===== config.mk =====
export PLATFORM = sky130hd
export DESIGN_NAME = mem_arbiter
export DESIGN_NICKNAME = d
export VERILOG_FILES = /design/src/rtl/mem_arbiter.sv
export SDC_FILE = /design/constraint.sdc
export NUM_CORES = 1
export LEC_CHECK = 0
export ABC_AREA = 1
export ABC_CLOCK_PERIOD_IN_PS = 2250
export CAP_MARGIN = 30
export CORE_AREA = 2 2 84 86
export CTS_CLUSTER_DIAMETER = 80
export CTS_CLUSTER_SIZE = 30
export DETAILED_ROUTE_END_ITERATION = 10
export DIE_AREA = 0 0 86 88
export DONT_BUFFER_PORTS = 1
export GPL_ROUTABILITY_DRIVEN = 0
export HOLD_SLACK_MARGIN = 0.06
export PLACE_DENSITY = 0.3
export RECOVER_POWER = 100
export SLEW_MARGIN = 20
export SYNTH_ARGS = -nofsm -noshare
export SYNTH_HDL_FRONTEND = slang
export SYNTH_SLANG_ARGS = --single-unit

===== constraint.sdc =====
create_clock -name clk -period 2.25 [get_ports clk]
set_clock_uncertainty 0.2 [all_clocks]
set_input_delay 0.45 -clock clk [delete_from_list [all_inputs] [get_ports clk]]
set_output_delay 0.45 -clock clk [all_outputs]
set_load 0.005 [all_outputs]

===== src/rtl/mem_arbiter.sv =====
// Three-way arbiter (fetch, load/store, debug) in front of a single-port synchronous memory.
// Optional build macro MEM_ARB_RR_EN selects rotating priority instead of fixed dbg > dm > if.
module mem_arbiter #(
   parameter int AW = 10,
   parameter int DW = 32
) (
   input  logic          clk,
   input  logic          rst_n,
   input  logic          if_req,
   input  logic [AW-1:0] if_addr,
   output logic          if_gnt,
   output logic          if_rvalid,
   input  logic          dm_req,
   input  logic          dm_we,
   input  logic [AW-1:0] dm_addr,
   input  logic [DW-1:0] dm_wdata,
   output logic          dm_gnt,
   output logic          dm_rvalid,
   input  logic          dbg_req,
   input  logic          dbg_we,
   input  logic [AW-1:0] dbg_addr,
   input  logic [DW-1:0] dbg_wdata,
   output logic          dbg_gnt,
   output logic          dbg_rvalid,
   input  logic          dbg_lock,
   output logic [DW-1:0] rdata,
   output logic          cpu_stall,
   output logic          mem_en,
   output logic          mem_we,
   output logic [AW-1:0] mem_addr,
   output logic [DW-1:0] mem_wdata,
   input  logic [DW-1:0] mem_rdata
);

   typedef enum logic {RUN, LOCKED} state_t;
   typedef enum logic [1:0] {RESP_NONE, RESP_IF, RESP_DM, RESP_DBG} resp_t;

   state_t     state, state_nxt;
   resp_t      resp_id, resp_nxt;
   logic       cpu_mask;
   logic [2:0] elig;  // {dbg, dm, if}
   logic [2:0] gnt;

   assign cpu_mask = dbg_lock | (state == LOCKED);
   assign elig     = rst_n ? {dbg_req, dm_req & ~cpu_mask, if_req & ~cpu_mask} : 3'b000;

`ifdef MEM_ARB_RR_EN
   logic [1:0] ptr, ptr_nxt;

   // NOTE: every output of a combinational block gets a default first so no latch is inferred.
   always_comb begin
      gnt = 3'b000;
      case (ptr)
         2'd1: begin
            if      (elig[1]) gnt = 3'b010;
            else if (elig[2]) gnt = 3'b100;
            else if (elig[0]) gnt = 3'b001;
         end
         2'd2: begin
            if      (elig[2]) gnt = 3'b100;
            else if (elig[0]) gnt = 3'b001;
            else if (elig[1]) gnt = 3'b010;
         end
         default: begin
            if      (elig[0]) gnt = 3'b001;
            else if (elig[1]) gnt = 3'b010;
            else if (elig[2]) gnt = 3'b100;
         end
      endcase
   end

   // Pointer moves to the port after the winner and holds on idle cycles.
   always_comb begin
      ptr_nxt = ptr;
      if      (gnt[0]) ptr_nxt = 2'd1;
      else if (gnt[1]) ptr_nxt = 2'd2;
      else if (gnt[2]) ptr_nxt = 2'd0;
   end

   always_ff @(posedge clk or negedge rst_n) begin
      if (!rst_n) ptr <= 2'd0;
      else        ptr <= ptr_nxt;
   end
`else
   // NOTE: every output of a combinational block gets a default first so no latch is inferred.
   always_comb begin
      gnt = 3'b000;
      if      (elig[2]) gnt = 3'b100;
      else if (elig[1]) gnt = 3'b010;
      else if (elig[0]) gnt = 3'b001;
   end
`endif

   assign if_gnt  = gnt[0];
   assign dm_gnt  = gnt[1];
   assign dbg_gnt = gnt[2];

   always_comb begin
      mem_en    = 1'b0;
      mem_we    = 1'b0;
      mem_addr  = '0;
      mem_wdata = '0;
      resp_nxt  = RESP_NONE;
      if (gnt[2]) begin
         mem_en    = 1'b1;
         mem_we    = dbg_we;
         mem_addr  = dbg_addr;
         mem_wdata = dbg_wdata;
         resp_nxt  = dbg_we ? RESP_NONE : RESP_DBG;
      end else if (gnt[1]) begin
         mem_en    = 1'b1;
         mem_we    = dm_we;
         mem_addr  = dm_addr;
         mem_wdata = dm_wdata;
         resp_nxt  = dm_we ? RESP_NONE : RESP_DM;
      end else if (gnt[0]) begin
         mem_en    = 1'b1;
         mem_addr  = if_addr;
         resp_nxt  = RESP_IF;
      end
   end

   always_comb begin
      state_nxt = state;
      case (state)
         RUN:     if (dbg_lock)  state_nxt = LOCKED;
         LOCKED:  if (!dbg_lock) state_nxt = RUN;
         default: state_nxt = RUN;
      endcase
   end

   // NOTE: sequential state uses non-blocking assignments so all registers update together.
   always_ff @(posedge clk or negedge rst_n) begin
      if (!rst_n) begin
         state   <= RUN;
         resp_id <= RESP_NONE;
      end else begin
         state   <= state_nxt;
         resp_id <= resp_nxt;
      end
   end

   assign cpu_stall  = (state == LOCKED);
   assign if_rvalid  = (resp_id == RESP_IF);
   assign dm_rvalid  = (resp_id == RESP_DM);
   assign dbg_rvalid = (resp_id == RESP_DBG);
   assign rdata      = (resp_id != RESP_NONE) ? mem_rdata : '0;

endmodule


==> results.sh <==
export IMPL_fillers=772
export IMPL_power_density_nw_per_um2=292
export IMPL_ant_nets=0
export IMPL_cpMostUsedCell="nand2_1"
export IMPL_final_nets=376
export IMPL_yosysWarnings=0
export IMPL_p_leak_nw=0.761
export IMPL_cp_num_buf_inv=1
export IMPL_synthMuxAreaShare=0
export IMPL_rsz0062_at_grt="no"
export IMPL_period_share=0.924
export IMPL_crit_chain="nor2_4, nand3_2, clkinv_2, nand2_1, nand2_1"
export IMPL_area_growth_syn_to_layout_pct=10.8
export IMPL_critical_path_max_fanout=34
export IMPL_syn_area_um2=1080
export IMPL_num_rows=30
export IMPL_startpoint="cpu_stall$_DFF_PN0_"
export IMPL_cts_path_max_buffers=2
export IMPL_core_area_um2=6640
export IMPL_final_layout_size_suffix_gt1_frac=0.0664
export IMPL_critPathTopFamily="simple AND/OR/NAND/NOR gates"
export IMPL_synth_top_family_by_area="simple AND/OR/NAND/NOR gates"
export IMPL_synthCells=244
export IMPL_grt_pass1_vias=1141
export IMPL_insertedDiodeCount=0
export IMPL_cp_arrival_ns=1.43
export IMPL_htreeDepth=1
export IMPL_synth_fa_ha_area_frac=0
export IMPL_path_class="register to output pin"
export IMPL_antenna_found_initial=0
export IMPL_drtIter0Drc=33
export IMPL_clock_latency_ns=0.21
export IMPL_clock_sinks=3
export IMPL_r2r_slack_ns=0.92
export IMPL_synth_simple_gate_area_frac=0.698
export IMPL_status="completed"
export IMPL_cts_buffers=3
export IMPL_grt_max_degree=35
export IMPL_cts_root_buffer="clkbuf_8"
export IMPL_grt_usage=0.0790
export IMPL_die_h_um=88
export IMPL_r2r_end="resp_id[0]$_DFF_PN0_"
export IMPL_irDropWorstVdd_mv=0.102
export IMPL_ys_ff_latch=3
export IMPL_start_util=0.163
export IMPL_avgViaCountPerCell=4.45
export IMPL_dr_pass1_iters=4
export IMPL_max_freq_mhz=481
export IMPL_grt_overflow=0
export IMPL_worst_slew_pin_transition_ns=0.526
export IMPL_synth_area_per_cell_um2=4.43
export IMPL_drt_wl_total_um=3850
export IMPL_synth_fp_nets=378
export IMPL_ys_seq_area_frac=0.0695
export IMPL_fin_tns_setup_ns=0
export IMPL_cp_end_kind="output pin"
export IMPL_max_stage_delay_ns=0.41
export IMPL_r2r_start="cpu_stall$_DFF_PN0_"
export IMPL_fp_dieArea_um2=7570
export IMPL_timing_final_crit_period_ns=2.08
export IMPL_vias=1427
export IMPL_worst_slew_margin_rel=0.650
export IMPL_synth_compound_area_frac=0.00463
export IMPL_synthXorXnorAreaFrac=0
export IMPL_io_buffer_count=0
export IMPL_die_w_um=86
export IMPL_wl_per_cell_um=12.0
export IMPL_finalHoldViolations=0
export IMPL_final_core_utilization=0.180
export IMPL_drc=0
export IMPL_setup_viol=0
export IMPL_cap_viol_max_count=0
export IMPL_hold_path_class="input pin to register"
export IMPL_reg2reg_depth=5
export IMPL_cts_reportedPaths_clkPinSlew_ns=0.03
export IMPL_start_kind="register"
export IMPL_ys_types=16
export IMPL_grt_pass1_wl_um=4920
export IMPL_critical_path_depth=5
export IMPL_dp_hpwl_um=3280
export IMPL_ioPinCount=217
export IMPL_endpoint="mem_wdata[7]"
export IMPL_slew_violations=0
export IMPL_worstPathRequired_ns=1.60
export IMPL_cts_tree="built"
export IMPL_crit_slowest_cell="dfrtp_1"
## cells in the mapped netlist, drive strengths merged
cell / instances / area share
buf: 14 / 0.085
clkinv: 1 / 0.0046
dfrtp: 3 / 0.070
inv: 40 / 0.14
nand2: 124 / 0.43
nand3: 13 / 0.065
nand4: 10 / 0.058
nor2: 37 / 0.14
o21ai: 1 / 0.0046
or2: 1 / 0.0058
## power breakdown
part,internal (mW),switching (mW),total (mW)
Combinational,0.0407,0.0935,0.134
Clock,0.121,0.0342,0.155
Sequential,0.0569,0.00343,0.0604
Total,0.218,0.131,0.349
## worst min-delay path by stage
stage	startpoint	to	slack, ns	depth (start not counted)
floorplan	rst_n	cpu_stall$_DFF_PN0_	-0.05	0
global placement	rst_n	cpu_stall$_DFF_PN0_	-0.05	0
detailed placement	rst_n	cpu_stall$_DFF_PN0_	-0.05	0
CTS	dbg_lock	cpu_stall$_DFF_PN0_	0.06	0
global route	dm_we	resp_id[1]$_DFF_PN0_	0.18	1
finish	dm_we	resp_id[1]$_DFF_PN0_	0.16	1
## placed cells by master (no fill, tap or decap), drive strengths merged
master       Yosys  final
dlygate4sd3      0      2
nand2          124    124
nand4           10     10
inv             40     40
clkinv           1      1
or2              1      1
dfrtp            3      3
buf             14      4
clkbuf           0      5
o21ai            1      1
nand3           13     13
nor2            37     37
## cell type report
cell class / count / area (um^2) / share of cell area
inverter: 41 / 155 / 0.130
clock buffer: 4 / 45.0 / 0.0377
timing repair buffer: 7 / 55.1 / 0.0460
sequential: 3 / 75.1 / 0.0628
tap: 80 / 100 / 0.0837
multi-input combinational: 186 / 766 / 0.640
## cells by family after synthesis
family,after synthesis
compound gates,1
buf+inv,55
flops,3
simple gates,185
## layer usage
metal | wire length, um | GRT usage | vias to the layer above
li1 | - | - | 704
met1 | 1240 | 0.0761 | 586
met2 | 2130 | 0.171 | 135
met3 | 457 | 0.0104 | 2
met4 | 23 | 0.0216 | 0
met5 | 0 | 0 | -
## flip-flops by register name (all words and copies together), names as in the netlist
| signal | count |
|---|---|
| resp_id | 2 |
| cpu_stall | 1 |
## metrics by stage
stage                     power, mW  area, um^2  hold WS, ns  setup WS (ns)  std cells
final                         0.349        1200        0.157          0.172        321
after global routing          0.380        1200        0.183         0.0332        321
after CTS                     0.354        1180       0.0606          0.121        320
after detailed placement      0.194        1130      -0.0455          0.227        315
after global placement        0.194        1130      -0.0455          0.241        315
after floorplan               0.172        1080      -0.0456          0.582        244
## repair_timing
item,in CTS,in global routing
hold endpoints to repair,3,1
setup endpoints to repair,0,1
buffers inserted,0,0
gates resized for setup,0,1
hold buffers,1,1
No activity file was read; power rests on OpenSTA's default activity.
